--- config.mk ---
export PLATFORM = sky130hd
export DESIGN_NAME = pipe_elastic_chain
export DESIGN_NICKNAME = d
export VERILOG_FILES = /design/src/rtl/pipe_elastic_chain_pkg.sv /design/src/rtl/pipe_elastic_chain_stage.sv /design/src/rtl/pipe_elastic_chain.sv
export SDC_FILE = /design/constraint.sdc
export NUM_CORES = 1
export LEC_CHECK = 0
export ABC_CLOCK_PERIOD_IN_PS = 8400
export BUFFER_PORTS_ARGS = -buffer_cell sky130_fd_sc_hd__buf_4
export CORE_UTILIZATION = 35
export DETAILED_ROUTE_END_ITERATION = 7
export PLACE_DENSITY = 0.53
export SLEW_MARGIN = 5
export SYNTH_ARGS = -nofsm -noshare
export SYNTH_HDL_FRONTEND = slang
export SYNTH_SLANG_ARGS = --single-unit
--- constraint.sdc ---
create_clock -name i_clock -period 8.4 [get_ports i_clock]
set_clock_uncertainty 0.15 [all_clocks]
set_input_delay 0.84 -clock i_clock [delete_from_list [all_inputs] [get_ports i_clock]]
set_output_delay 0.84 -clock i_clock [all_outputs]
set_load 0.02 [all_outputs]
--- src/rtl/pipe_elastic_chain_pkg.sv ---
// Shared definitions for the elastic pipeline register fabric: width helper,
// default datapath widths and stage indices of the 5-stage core.
package pipe_elastic_chain_pkg;

    localparam int NB_REG   = 32;
    localparam int NB_INSTR = 32;

    // Stage indices when the chain is built with N_STAGES = 5
    localparam int IF  = 0;
    localparam int ID  = 1;
    localparam int EX  = 2;
    localparam int MEM = 3;
    localparam int WB  = 4;

    // Bits needed to encode values 0..value-1 (at least 1)
    function automatic int clogb2(input int value);
        int remaining;
        int bits;
        bits      = 0;
        remaining = value - 1;
        while (remaining > 0) begin
            bits      = bits + 1;
            remaining = remaining >> 1;
        end
        return (bits < 1) ? 1 : bits;
    endfunction

endpackage

--- src/rtl/pipe_elastic_chain_stage.sv ---
// One slot of the elastic chain: a valid bit plus payload, loaded from its
// upstream source when it is empty or being drained, killed by flush, and
// frozen entirely while the chain is disabled.
module pipe_elastic_stage
    import pipe_elastic_chain_pkg::*;
#(
    parameter int NB_DATA = 32
) (
    input  logic               i_clock,
    input  logic               i_reset,
    input  logic               i_freeze,
    input  logic               i_src_valid,
    input  logic [NB_DATA-1:0] i_src_data,
    input  logic               i_dn_rdy,
    input  logic               i_flush,
    output logic               o_rdy,
    output logic               o_vld,
    output logic               o_vld_next,
    output logic [NB_DATA-1:0] o_data
);

    logic               vld_q;
    logic               vld_d;
    logic [NB_DATA-1:0] data_q;
    logic [NB_DATA-1:0] data_d;

    // Next slot contents: load or drain when ready, flush overrides, freeze holds everything
    always_comb begin
        o_rdy  = !vld_q || i_dn_rdy;
        vld_d  = vld_q;
        data_d = data_q;
        if (!i_freeze) begin
            if (o_rdy) begin
                vld_d = i_src_valid;
                if (i_src_valid) begin
                    data_d = i_src_data;
                end
            end
            if (i_flush) begin
                vld_d = 1'b0;
            end
        end
    end

    // Slot register with synchronous reset
    always_ff @(posedge i_clock) begin
        if (i_reset) begin
            vld_q  <= 1'b0;
            data_q <= '0;
        end else begin
            vld_q  <= vld_d;
            data_q <= data_d;
        end
    end

    assign o_vld      = vld_q;
    assign o_vld_next = i_reset ? 1'b0 : vld_d;
    assign o_data     = data_q;

endmodule

--- src/rtl/pipe_elastic_chain.sv ---
// Elastic valid/ready register chain of N_STAGES slots with per-stage flush,
// global freeze (i_valid low) and registered occupancy.
// Optional statistics counters are compiled in with PIPE_ELASTIC_STATS_EN.
module pipe_elastic_chain
    import pipe_elastic_chain_pkg::*;
#(
    parameter int NB_DATA  = 32,
    parameter int N_STAGES = 5,
    parameter int NB_OCC   = clogb2(N_STAGES + 1),
    parameter int NB_CNT   = 32
) (
    input  logic                i_clock,
    input  logic                i_reset,
    input  logic                i_valid,
    input  logic                i_in_valid,
    output logic                o_in_ready,
    input  logic [NB_DATA-1:0]  i_in_data,
    output logic                o_out_valid,
    input  logic                i_out_ready,
    output logic [NB_DATA-1:0]  o_out_data,
    input  logic [N_STAGES-1:0] i_flush,
    output logic [N_STAGES-1:0] o_stage_valid,
    output logic [NB_OCC-1:0]   o_occupancy
`ifdef PIPE_ELASTIC_STATS_EN
    ,
    output logic [NB_CNT-1:0]   o_n_clocks,
    output logic [NB_CNT-1:0]   o_n_stalls
`endif
);

    logic [N_STAGES:0]   rdy;
    logic [N_STAGES-1:0] vld;
    logic [N_STAGES-1:0] vld_next;
    logic [NB_DATA-1:0]  data [N_STAGES];
    logic                in_ready;
    logic [NB_OCC-1:0]   occ_q;
    logic [NB_OCC-1:0]   occ_d;

    assign rdy[N_STAGES] = i_out_ready;

    for (genvar k = 0; k < N_STAGES; k++) begin : g_stage
        logic               src_valid;
        logic [NB_DATA-1:0] src_data;

        if (k == 0) begin : g_head
            assign src_valid = i_in_valid;
            assign src_data  = i_in_data;
        end else begin : g_body
            // A flushed upstream slot hands over nothing, so its item cannot
            // slip past the flush by moving forward in the same cycle.
            assign src_valid = vld[k-1] & ~i_flush[k-1];
            assign src_data  = data[k-1];
        end

        pipe_elastic_stage #(
            .NB_DATA (NB_DATA)
        ) u_stage (
            .i_clock     (i_clock),
            .i_reset     (i_reset),
            .i_freeze    (~i_valid),
            .i_src_valid (src_valid),
            .i_src_data  (src_data),
            .i_dn_rdy    (rdy[k+1]),
            .i_flush     (i_flush[k]),
            .o_rdy       (rdy[k]),
            .o_vld       (vld[k]),
            .o_vld_next  (vld_next[k]),
            .o_data      (data[k])
        );
    end

    assign in_ready      = rdy[0] & i_valid & ~i_reset;
    assign o_in_ready    = in_ready;
    assign o_out_valid   = vld[N_STAGES-1] & ~i_flush[N_STAGES-1] & i_valid;
    assign o_out_data    = data[N_STAGES-1];
    assign o_stage_valid = vld;
    assign o_occupancy   = occ_q;

    // Occupancy tracks the popcount of the slot valid bits as they will be after this edge
    always_comb begin
        occ_d = '0;
        for (int k = 0; k < N_STAGES; k++) begin
            if (vld_next[k]) begin
                occ_d = occ_d + NB_OCC'(1);
            end
        end
    end

    // Occupancy register
    always_ff @(posedge i_clock) begin
        if (i_reset) begin
            occ_q <= '0;
        end else begin
            occ_q <= occ_d;
        end
    end

`ifdef PIPE_ELASTIC_STATS_EN
    logic [NB_CNT-1:0] n_clocks_q;
    logic [NB_CNT-1:0] n_clocks_d;
    logic [NB_CNT-1:0] n_stalls_q;
    logic [NB_CNT-1:0] n_stalls_d;

    // Count enabled edges and enabled edges where an offered item was refused
    always_comb begin
        n_clocks_d = n_clocks_q;
        n_stalls_d = n_stalls_q;
        if (i_valid) begin
            n_clocks_d = n_clocks_q + NB_CNT'(1);
            if (i_in_valid && !in_ready) begin
                n_stalls_d = n_stalls_q + NB_CNT'(1);
            end
        end
    end

    // Statistics registers, wrapping naturally
    always_ff @(posedge i_clock) begin
        if (i_reset) begin
            n_clocks_q <= '0;
            n_stalls_q <= '0;
        end else begin
            n_clocks_q <= n_clocks_d;
            n_stalls_q <= n_stalls_d;
        end
    end

    assign o_n_clocks = n_clocks_q;
    assign o_n_stalls = n_stalls_q;
`else
    // NB_CNT only sizes the statistics counters; referenced here so the
    // parameter list is identical in both builds.
    if (NB_CNT < 1) begin : g_nb_cnt_unused
    end
`endif

endmodule

==> reports/results.ini <==
[worst_setup_path]
critPathSlowestCell=xnor3_1
path_cells=buf_4, and4b_4, nand2_1, a21oi_1, nor2_1, nor2_1, ha_1, o21a_1, or2_4, ha_1, nand2_1, o31ai_1, ha_1, nand2_1, xnor3_1
r2r_slack_ps=5000
worst_ep_required_time_ps=8550
worst-path-buf-inv=1
critPathCaptureType=flop
crit_type=in -> reg
cpPeakStageDelay_ps=380
crit_family=simple AND/OR/NAND/NOR gates
crit_path_max_fanout=5
worstPathArrival_ps=3550
crit_path_start_kind=input port
rr_startpoint=g_stage[4].u_stage.o_vld
r2r-end=o_occupancy[2]
r2r_cells=14

[cts]
cts_resized=0
cts_sinks=168
path_clk_slew_ps=60
cts_setup_buffers=0
holdBufCountCts=0
clock_path_buffers=2
ctsHtreeMaxLevel=4
cts_tree=yes
cts_buffers=17
clock_latency_ps=420
root_buffer=clkbuf_16

[status]
outcome=finished, final reports clean

[yosys]
synth-main-ff-cell=dfxtp_1
synth-seq-area-share_pct=54.6
syn_avg_cell_area_um2=7.88
syn-cell-area_um2=6160
synthCells=782
ys_seq_elements=168
postSynth.asyncResetShare_pct=0
synth_nets=827
ys_types=39
yosysWarnings=0
synth_edf_count=0

[route]
dr.first_iter.drc_count=298
drt_pass1_iterations=4
drc_errors=0
ant_nets=0
wirelength_um=13900
vias_per_cell=4.63
vias=4969
wire_per_inst_um=12.9

[die]
start_util_pct=35.7
die_h_um=135
die_w_um=135
io_pins=84
core_um2=17200
die_area_um2=18100
num_rows=48

[final_layout]
final_util_pct=43.2
diodes=0
drive_gt1_share_pct=15.8
nNetsFinal=880
synthToLayoutAreaGrowth_pct=20.9
final_common_cell=nand2_1
layout_common_cells=nand2_1 (327), dfxtp_1 (168), a21oi_1 (162)

[sta]
tightest_slew_ps=1130
rsz0062_at_grt=no
fin_crit_sh_pct=40.5
period_needed_ps=3400
final.setup.tns_ps=0
setup_viol=0
hold_viol=0
slew-limit-headroom_pct=24.4
timing.fmax_mhz=294
slew_viol_final=0

[grt]
grt_pass1_vias=4671
grt_first_pass_wirelength_um=23400
antenna_found_initial=0
grt_max_degree=109
overflow=0
track_usage_pct=16.3

[pwr]
vdd_drop_max_v=0.000130
power_density_nw_per_um2=217
static-leakage-power_nw=2.69

[placed_design]
dp_hpwl_um=8760
numPortBuffers=83
routabilityCongestion=0.757

[hold_path]
hold_path.class=reg -> reg
whs_path_depth=2
holdPathEnd=g_stage[2].u_stage.o_data[0]
min_from=g_stage[1].u_stage.o_data[0]

[flow_run]
cap_violations=0

[worst register-to-register path, cell delays in order, from the launching register on]
cell	delay, ps
dfxtp_1	560
and4b_4	360
nand2_1	80
a21oi_1	180
nor2_1	60
nor2_1	130
ha_1	290
o21a_1	160
or2_4	270
ha_1	280
nand2_1	60
o31ai_1	70
ha_1	200
nand2_1	60
xnor3_1	380
[area by class of cell]
cell class / count / area (µm²)
fill: 1817 / 9790
sequential: 168 / 3360
multi-input combinational: 551 / 2520
timing repair buffer: 93 / 698
clock buffer: 24 / 502
tap: 225 / 282
clock inverter: 8 / 68.8
inverter: 4 / 15.0
[sequential cells by signal, summed over array words and instances, names as in the netlist]
signal                  count
g_stage.u_stage.o_vld       5
o_occupancy                 3
g_stage.u_stage.o_data    160
[where the power goes]
part           internal [mW]  switching [mW]
Sequential             0.805         0.00443
Clock                  0.445           0.300
Combinational         0.0232          0.0354
[through the flow]
step / cells / setup WS (ps) / area (µm²) / power [mW] / hold WS (ps)
global placement: 1041 / 4620 / 6880 / 0.886 / 289
global route: 1073 / 4750 / 7450 / 1.67 / 318
floorplan: 782 / 4620 / 6160 / 0.861 / 282
finish: 1073 / 5000 / 7450 / 1.61 / 300
CTS: 1073 / 5030 / 7450 / 1.63 / 301
detailed placement: 1041 / 4610 / 6880 / 0.886 / 292
[cells in the mapped netlist, drive strengths merged (2+ instances only)]
| library cell | instances | area, µm² |
|---|---|---|
| nand2 | 327 | 1230 |
| dfxtp | 168 | 3360 |
| a21oi | 164 | 821 |
| buf | 30 | 166 |
| clkbuf | 29 | 109 |
| nor2 | 11 | 48.8 |
| nand3 | 9 | 45.0 |
| and3 | 4 | 25.0 |
| inv | 4 | 15.0 |
| ha | 3 | 37.5 |
| nand2b | 3 | 18.8 |
| nand3b | 3 | 22.5 |
| nor2b | 3 | 18.8 |
| a31oi | 2 | 12.5 |
[metal layers]
layer | routed length [µm] | global-route usage, % | vias to the layer above
met5 | 0 | 0 | -
met1 | 7550 | 23.7 | 2217
met2 | 5620 | 22.9 | 80
met3 | 491 | 3.83 | 16
li1 | - | - | 2656
met4 | 197 | 6.37 | 0
[worst max path at each step]
| stage | start | end | slack (ps) | cells past startpoint |
|---|---|---|---|---|
| final | i_out_ready | o_occupancy[2] | 5000 | 15 |
| after global placement | i_out_ready | o_occupancy[2] | 4620 | 15 |
| after detailed placement | i_out_ready | o_occupancy[2] | 4610 | 15 |
| after CTS | g_stage[4].u_stage.o_vld | o_occupancy[2] | 5030 | 14 |
| after global routing | g_stage[4].u_stage.o_vld | o_occupancy[2] | 4750 | 14 |
| after floorplan | i_reset | o_occupancy[2] | 4620 | 13 |
[cell families (layout without fill, tap and decap cells)]
group / after synthesis / in the layout / synth area share (%)
and+or+nand+nor: 366 / 366 / 24.0
DFF: 168 / 168 / 54.6
xor gates and xnor gates: 2 / 2 / 0.508
AOI/OAI and AO/OA: 180 / 180 / 15.6
adders and majority gates: 3 / 3 / 0.609
buffers and inverters: 63 / 129 / 4.71
(Power assumes the default switching activity.)
